## src/rtl/frame_serializer.sv

```systemverilog
// frame_serializer: loads a whole frame of FIFO_LEN words on a valid/ready
// input port and emits it one word per cycle, lowest word first, on a
// registered valid/ready output port. Back-to-back frames leave no bubble.
//
// Handshake semantics (both ports): a transfer happens on a rising clk edge
// where valid && ready are both 1. A valid source holds its payload stable
// until that edge. i_ready is the only combinational output; it depends on
// o_ready so a new frame can be taken in the same cycle the last word leaves.
//
// Optional build macro: SERIALIZER_LAST_EN adds the registered o_last output,
// high while the word on o_data is word FIFO_LEN-1 of its frame.
module frame_serializer #(
  parameter int WIDTH    = 8,
  parameter int FIFO_LEN = 2
) (
  input  logic                      clk,
  input  logic                      rst,
  input  logic [FIFO_LEN*WIDTH-1:0] i_frame,
  input  logic                      i_valid,
  output logic                      i_ready,
  output logic [WIDTH-1:0]          o_data,
  output logic                      o_valid,
  input  logic                      o_ready
`ifdef SERIALIZER_LAST_EN
  ,
  output logic                      o_last
`endif
);

  localparam int            IW       = (FIFO_LEN > 1) ? $clog2(FIFO_LEN) : 1;
  localparam logic [IW-1:0] LAST_IDX = IW'(FIFO_LEN - 1);

  typedef enum logic {
    S_IDLE = 1'b0,
    S_SEND = 1'b1
  } state_t;

  state_t                    r_state;
  state_t                    w_state_nxt;
  // Words not yet placed on o_data; word idx+1 always sits in the low slot.
  logic [FIFO_LEN*WIDTH-1:0] r_shift;
  logic [WIDTH-1:0]          r_data;
  logic [IW-1:0]             r_idx;
  logic                      w_at_last;
  logic                      w_out_hs;
  logic                      w_in_hs;

  // State register: reset drops any in-flight frame.
  always_ff @(posedge clk) begin
    if (rst) r_state <= S_IDLE;
    else     r_state <= w_state_nxt;
  end

  // Next-state: leave SEND only when the last word goes out and no new frame
  // arrives in the same cycle.
  always_comb begin
    w_state_nxt = r_state;
    case (r_state)
      S_IDLE: if (w_in_hs) w_state_nxt = S_SEND;
      S_SEND: if (w_out_hs && w_at_last && !w_in_hs) w_state_nxt = S_IDLE;
      default: w_state_nxt = S_IDLE;
    endcase
  end

  // Outputs and handshake decode.
  always_comb begin
    w_at_last = (r_idx == LAST_IDX);
    w_out_hs  = (r_state == S_SEND) && o_ready;
    i_ready   = !rst && ((r_state == S_IDLE) || (w_at_last && o_ready));
    w_in_hs   = i_valid && i_ready;
    o_valid   = (r_state == S_SEND);
    o_data    = r_data;
  end

  // Datapath: load on input handshake, shift on a non-final output handshake,
  // otherwise hold (covers stalls and idle).
  always_ff @(posedge clk) begin
    if (rst) begin
      r_shift <= '0;
      r_data  <= '0;
      r_idx   <= '0;
    end else if (w_in_hs) begin
      r_shift <= i_frame >> WIDTH;
      r_data  <= i_frame[WIDTH-1:0];
      r_idx   <= '0;
    end else if (w_out_hs && !w_at_last) begin
      r_shift <= r_shift >> WIDTH;
      r_data  <= r_shift[WIDTH-1:0];
      r_idx   <= r_idx + 1'b1;
    end
  end

`ifdef SERIALIZER_LAST_EN
  logic r_last;

  // Last-word flag tracks the word being loaded into r_data.
  always_ff @(posedge clk) begin
    if (rst) begin
      r_last <= 1'b0;
    end else if (w_in_hs) begin
      r_last <= (FIFO_LEN == 1);
    end else if (w_out_hs) begin
      r_last <= !w_at_last && ((r_idx + 1'b1) == LAST_IDX);
    end
  end

  assign o_last = r_last;
`endif

endmodule

```

## config.mk

```make
export PLATFORM = sky130hd
export DESIGN_NAME = frame_serializer
export DESIGN_NICKNAME = d
export VERILOG_FILES = /design/src/rtl/frame_serializer.sv
export SDC_FILE = /design/constraint.sdc
export NUM_CORES = 1
export LEC_CHECK = 0
export CAP_MARGIN = 20
export CORE_MARGIN = 2
export CORE_UTILIZATION = 35
export CTS_CLUSTER_SIZE = 8
export DETAILED_ROUTE_END_ITERATION = 10
export HOLD_SLACK_MARGIN = 0.02
export PLACE_DENSITY_LB_ADDON = 0.2
export SLEW_MARGIN = 15
export SYNTH_ARGS = -nofsm -noshare
export SYNTH_HDL_FRONTEND = slang
export SYNTH_SLANG_ARGS = --single-unit
```

## constraint.sdc

```tcl
create_clock -name clk -period 3.5 [get_ports clk]
set_input_delay 0.7 -clock clk [delete_from_list [all_inputs] [get_ports clk]]
set_output_delay 0.7 -clock clk [all_outputs]
set_load 0.02 [all_outputs]
```

=== Yosys cells after proc, flatten, opt, wreduce, memory -nomap -nowiden ===
Index checks and enable logic that the tools add are counted.

* Add/sub/neg operators: 1
* Multiplexer cells: 7
* Bitwise gates (word level): 1
* Reductions and logical operators: 13

{| class="wikitable"
|+ Operator list
! operator !! count
|-
| $mux W8 || 4
|-
| $logic_and A1 B1 Y1 || 7
|-
| $logic_not A1 Y1 || 3
|-
| $mux W1 || 2
|-
| $pmux W1 S2 || 1
|-
| $reduce_bool A2 Y1 || 1
|-
| $reduce_or A2 Y1 || 1
|-
| $add A1 B1 Y1 const B || 1
|-
| $logic_or A1 B1 Y1 || 1
|-
| $not A1 Y1 || 1
|}

* Bits in registers: 18
* Input port bits: 20
* Output and inout bits: 10
* Logic and storage cells: 26

=== Longest topological paths before layout ===
Gate-level depths: netlist (run 1).

* Depth in word-level cells: 8
* Gate-level depth with buffers: 5
* Mapped depth without buffers: 3

=== Worst setup path after synthesis (run 1) ===
Ideal clock, no wire load.

* Path type: input to output
* Start: in rst
* End: out i_ready
* Arrival time: 1.389 ns
* Required time: 2.800 ns
* Setup slack: 1.411 ns
* Stages: 3
* Buffers on the path: 2
* Path through: buf_2 -> clkbuf_1 -> nor2_1

* Word-level cells in the longest chain between the ends: 2

{| class="wikitable"
|+ RTL lines
! item !! RTL line !! source
|-
| from (decl) || 17 || <nowiki>input logic rst,</nowiki>
|-
| $logic_not A1 Y1 || 69 || <nowiki>i_ready = !rst && ((r_state == S_IDLE) || (w_at_last && o_ready));</nowiki>
|-
| $logic_and A1 B1 Y1 || 69 ||
|-
| to (decl) || 20 || <nowiki>output logic i_ready,</nowiki>
|}

Every way passes these cells.

=== Worst setup path after layout (run 1) ===
* Start: in o_ready
* End: out i_ready

* Word-level cells in the longest chain between the ends: 3

{| class="wikitable"
|+ RTL lines
! item !! RTL line !! source
|-
| from (decl) || 23 || <nowiki>input logic o_ready</nowiki>
|-
| $logic_and A1 B1 Y1 || 69 ||
|-
| $logic_or A1 B1 Y1 || 69 ||
|-
| $logic_and A1 B1 Y1 || 69 ||
|}

Every way passes these cells.

==> impl_metrics.tcl, run 1 <==
set metrics [dict create \
    grt_pass1_vias 729 \
    post-route-drc-count 0 \
    grt_remaining_overflow 0 \
    gp_congestion 0.7521 \
    clock.fmax_mhz 353.9 \
    multi_input_area_um2 451.7 \
    fin_nets 143 \
    cts_root_buf "clkbuf_4" \
    tightest_slew_ps 688.2 \
    die_area_um2 2922 \
    synth_warnings 0 \
    p_seq_share_pct 49.2 \
    synth_nets 116 \
    fillers 255 \
    grt_use_met1_pct 22.03 \
    clock_power_share_pct 28.9 \
    final_cell_mix "29 x clkdlybuf4s50_1, 18 x dfxtp_1, 16 x nand2_1, 10 x a21oi_1" \
    vias_per_cell 5.217 \
    die_y_um 54.06 \
    synth_area_um2 877.1 \
    wirelength_um 2084 \
    row_count 18 \
    slew_violations 0 \
    dp.cells 148 \
    holdPathStages 2 \
    grt_pass1_wl_um 3318 \
    critPathMaxStageDelay_ps 620 \
    clock-sinks 18 \
    switchingPower_mw 0.1238 \
    p_comb_share_pct 21.8 \
    met3_usage_pct 3.056 \
    status "complete, no violations" \
    instances_no_fill 152 \
    cts_tree "yes" \
    finalHoldViolCount 0 \
    slowest_stage "clkdlybuf4s50_1" \
    use_met2_pct 23.17 \
    holdBufCountCts 0 \
    reg2reg_depth 4 \
    avgSynthCellArea_um2 9.136 \
    critical_path_class "in2out" \
    ys_types 23 \
    critical_path.cell_chain "clkdlybuf4s50_1 -> a21boi_4 -> nor2_1 -> clkdlybuf4s50_1" \
    timing.slew.headroom_pct 54.03 \
    netlist_instances 96 \
    vias 793 \
    routedWlPerCell_um 13.71 \
    dr.pass1.iters 4 \
    critPathRequiredTime_ps 2800 \
    fin_setup_tns_ps 0 \
    cp_common_cell "clkdlybuf4s50_1" \
    max_cap_viol_count 0 \
    area_growth_syn_to_layout_pct 36.23 \
    post_cts_buffers 0 \
    coreArea_um2 2432 \
    antennaDiodeCount 0 \
    grt_max_degree 21 \
    rsz0062_at_grt "no" \
    cp.arrival_ps 2130 \
    hp-class "reg2reg" \
    finalClockSkew_ps 7.211 \
    end_kind "primary output" \
    clk_pin_slew_ps 110 \
    grt_util_all_layers_pct 15.90 \
    drtIter0Drc 14 \
    start_util_pct 36.06 \
    p_per_area_nw_per_um2 379.5 \
    die_w_um 54.06 \
    portBuffers 29 \
    hpwl_um 1389 \
    clk_latency_ps 300 \
    htreeDepth 1 \
    ir_drop_v 0.0001572 \
    sw_frac_of_total_pct 27.31 \
    synth-seq-cells 18 \
    p_leak_nw 0.3933 \
    layout-drive-gt1-share_pct 13.93 \
    cts-resized-gates 0 \
    grt_busiest_layer "met2" \
    min_period_over_period_pct 80.73 \
    numCtsBuffers 3 \
    register_area_um2 360.3 \
    min_period_ps 2825 \
    utilization_pct 49.13 \
    layout_commonest_cell "clkdlybuf4s50_1" \
    p_int_mw 0.3296 \
    antenna_found_initial 0 \
    ctsLongestPathBuffers 2 \
    startpoint_type "primary input" \
    ios 30 \
    ant_nets 0 \
    finalSetupViolations 0 \
    yosysSeqAreaShare_pct 41.08 \
    cp_max_fo 5 \
]
## layer usage
layer	routed length, um	part of all wire, %	vias to the layer above
li1	-	-	406
met1	1011	49	350
met2	875	42	32
met3	161	7.7	5
met4	36	1.7	0
met5	0	0	-
## sequential cells by signal, indices dropped and copies added (netlist names)
name,count
r_shift,8
o_data,8
r_idx,1
o_valid,1
## power groups by stage
stage / clock network (mW) / registers, mW / logic [mW]
finish: 0.131 / 0.223 / 0.0990
global route: 0.136 / 0.225 / 0.107
CTS: 0.132 / 0.223 / 0.0993
detailed placement: 0 / 0.228 / 0.0989
global placement: 0 / 0.227 / 0.0980
floorplan: 0 / 0.236 / 0.0485
## path summary, 6_finish.rpt
check                           end  slack, ps                    from
max                         i_ready        670                 o_ready
min          o_data[0]$_SDFFE_PP0P_        500  o_data[0]$_SDFFE_PP0P_
max reg2reg  o_data[1]$_SDFFE_PP0P_       2190      o_valid$_SDFF_PP0_
min reg2reg  o_data[0]$_SDFFE_PP0P_        500  o_data[0]$_SDFFE_PP0P_
## layout make-up
class,count,area share (%)
Inverter,1,0.3141
Timing Repair Buffer,31,25.55
Clock buffer,4,3.037
Multi-Input combinational cell,68,37.80
Sequential cell,18,30.16
Tap cell,30,3.141
## synth_stat cells
master    instances  area, um2
nand2_1          16      60.06
nor3_1            8      40.04
a21bo_2           1      10.01
buf_6             2      22.52
nor2b_1           2      12.51
nand3b_2          1      11.26
nand2b_1          1      6.260
inv_1             1      3.750
o21ai_0           1      5.000
nand2_4           1      11.26
nor2_1            1      3.750
a21oi_1          10      50.05
and3b_1           1      8.760
dfxtp_1          18      360.4
nand3_1           8      40.04
o211ai_1          8      60.06
buf_4             2      15.01
buf_2             3      15.01
clkbuf_2          1      5.000
a311oi_1          1      8.760
a311oi_2          7      105.1
a21boi_4          1      18.77
clkbuf_1          1      3.750
## cells by family (layout without fill, tap and decap cells)
group | count (synthesis) | after routing | synth area share (%)
and+or+nand+nor | 39 | 39 | 22.11
buffers and inverters | 10 | 36 | 7.415
DFF | 18 | 18 | 41.08
AOI/OAI and AO/OA | 29 | 29 | 29.39
## stage by stage
| stage | cell area [um2] | hold slack [ps] | power (mW) | worst slack [ps] |
|---|---|---|---|---|
| after floorplan | 877.1 | 464.6 | 0.2842 | 1411 |
| after global placement | 1159 | 472.6 | 0.3254 | 688.1 |
| after detailed placement | 1159 | 485.1 | 0.3270 | 675.0 |
| after CTS | 1195 | 501.7 | 0.4546 | 658.0 |
| after global routing | 1195 | 521.4 | 0.4685 | 616.1 |
| final | 1195 | 497.2 | 0.4534 | 674.5 |
## critical path, delay by kind of cell
kind	cells	cell delay [ps]
AO/OA/AOI/OAI	1	90
AND/OR/NAND/NOR	1	120
buffers and inverters	2	1220
Note: power is estimated with default switching activity, not from simulation.
==> inputs of run 2 (changes only) <==
==> constraint.sdc (replaced) <==
create_clock -name clk -period 2.48 [get_ports clk]
set_input_delay 0.496 -clock clk [delete_from_list [all_inputs] [get_ports clk]]
set_output_delay 0.496 -clock clk [all_outputs]
set_load 0.02 [all_outputs]
==> run 2 against run 1 <==
  * Global-route usage rose by 1.1 points
  * Sequential share of layout area fell by 0.22 points
  * Sequential power rose by 41%
  * Routed wire length shrank 1.0%
  * First-iteration DRC count shrank 29%
  * Clock-buffer cell count decreased by 1
  * Combinational power up 44%
  * Non-clock buffer count grew 3
  * Critical path type unchanged
==> impl_metrics.tcl, run 2 (synthesis gave the netlist of run 1 again) <==
set metrics [dict create \
    numCtsBuffers 3 \
    cp_max_fo 2 \
    rsz0062_at_grt "no" \
    antennaDiodeCount 0 \
    grt_pass1_wl_um 3505 \
    portBuffers 29 \
    grt_remaining_overflow 0 \
    dr.pass1.iters 2 \
    ios 30 \
    p_leak_nw 0.4006 \
    postPlaceCellArea_um2 1181 \
    holdPathStages 2 \
    r2r-start "o_valid$_SDFF_PP0_" \
    register_area_um2 360.3 \
    grt_util_all_layers_pct 16.96 \
    holdBufCountCts 0 \
    antenna_found_initial 0 \
    die_area_um2 2922 \
    hp-start "o_data[0]$_SDFFE_PP0P_" \
    htreeDepth 1 \
    clock-sinks 18 \
    instances_no_fill 154 \
    routedWlPerCell_um 13.40 \
    fin_area_um2 1204 \
    end_kind "primary output" \
    finalSetupViolations 0 \
    cts_tree "yes" \
    start_util_pct 36.06 \
    grt_busiest_layer "met1" \
    die_w_um 54.06 \
    slew_violations 0 \
    cp.arrival_ps 1890 \
    row_count 18 \
    grt_use_met1_pct 24.11 \
    startpoint_type "primary input" \
    met3_usage_pct 4.444 \
    min_period_over_period_pct 96.03 \
    multi_input_area_um2 451.7 \
    layout-drive-gt1-share_pct 15.32 \
    fin_ws_ps 98.35 \
    max_cap_viol_count 0 \
    die_y_um 54.06 \
    area_growth_syn_to_layout_pct 37.23 \
    wirelength_um 2063 \
    reg2reg_slack_ps 1210 \
    p_per_area_nw_per_um2 500.6 \
    dp.cells 151 \
    fin_nets 146 \
    ir_drop_v 0.0002472 \
    finalClockSkew_ps 0.5304 \
    tightest_slew_ps 366.3 \
    ctsLongestPathBuffers 2 \
    cts_root_buf "clkbuf_4" \
    hp-class "reg2reg" \
    ant_nets 0 \
    post_cts_buffers 0 \
    fillers 248 \
    final_cell_mix "29 x clkdlybuf4s50_1, 18 x dfxtp_1, 16 x nand2_1, 10 x a21oi_1" \
    use_met2_pct 23.78 \
    clk_pin_slew_ps 90 \
    critPathRequiredTime_ps 1980 \
    coreArea_um2 2432 \
    hold_path_end "o_data[0]$_SDFFE_PP0P_" \
    fin_setup_tns_ps 0 \
    power_mw 0.6025 \
    critical_path_class "in2out" \
    clk_latency_ps 290 \
    grt_pass1_vias 742 \
    drtIter0Drc 10 \
    status "complete, no violations" \
    reg2reg_depth 4 \
    clock.fmax_mhz 419.9 \
    hpwl_um 1434 \
    vias 805 \
    min_period_ps 2382 \
    gp_congestion 0.7630 \
    post-route-drc-count 0 \
    reg2reg_to "o_data[6]$_SDFFE_PP0P_" \
    finalHoldViolCount 0 \
    vias_per_cell 5.227 \
    grt_max_degree 21 \
    dp_slack_ps 110.0 \
    whs_ps 488.4 \
    utilization_pct 49.49 \
    cts-resized-gates 0 \
    layout_commonest_cell "clkdlybuf4s50_1" \
    timing.slew.headroom_pct 75.45 \
]
-- run 2: cell count changes in the layout (fill, tap and decap cells not counted) --
cell,before,now
buf_4,2,5
clkbuf_8,1,0
-- run 2: worst max path at each step --
stage	startpoint	to	slack (ps)
2_1_floorplan	rst	i_ready	800
3_3_place_gp	o_ready	i_ready	130
3_5_place_dp	o_ready	i_ready	110
4_1_cts	o_ready	i_ready	100
5_1_grt	o_ready	i_ready	70
6_report	o_ready	i_ready	100
-- run 2: metal layers --
layer / vias to the layer above / share of wire (%) / routed length, um
met5: - / 0 / 0
met4: 0 / 1.7 / 35
met3: 5 / 6.4 / 133
met2: 23 / 44 / 901
met1: 366 / 48 / 993
li1: 411 / - / -
-- run 2: final cells by class --
type / count / area share [%]
multi-input combinational: 68 / 37.53
sequential: 18 / 29.94
timing repair buffer: 34 / 27.23
tap: 30 / 3.119
inverter: 1 / 0.3119
clock buffer: 3 / 1.871
-- run 2: worst max-delay path, stage by stage --
cell and delay, ps:
clkdlybuf4s50_1 540, a21boi_4 70, nor2_1 150, clkdlybuf4s50_1 630
-- run 2: power by group --
group | leakage, nW | switching [mW] | total (mW) | internal (mW)
Clock | 0.0138 | 0.0878 | 0.144 | 0.0566
Sequential | 0.147 | 0.00971 | 0.315 | 0.305
Combinational | 0.239 | 0.0697 | 0.143 | 0.0736
Total | 0.401 | 0.167 | 0.603 | 0.435
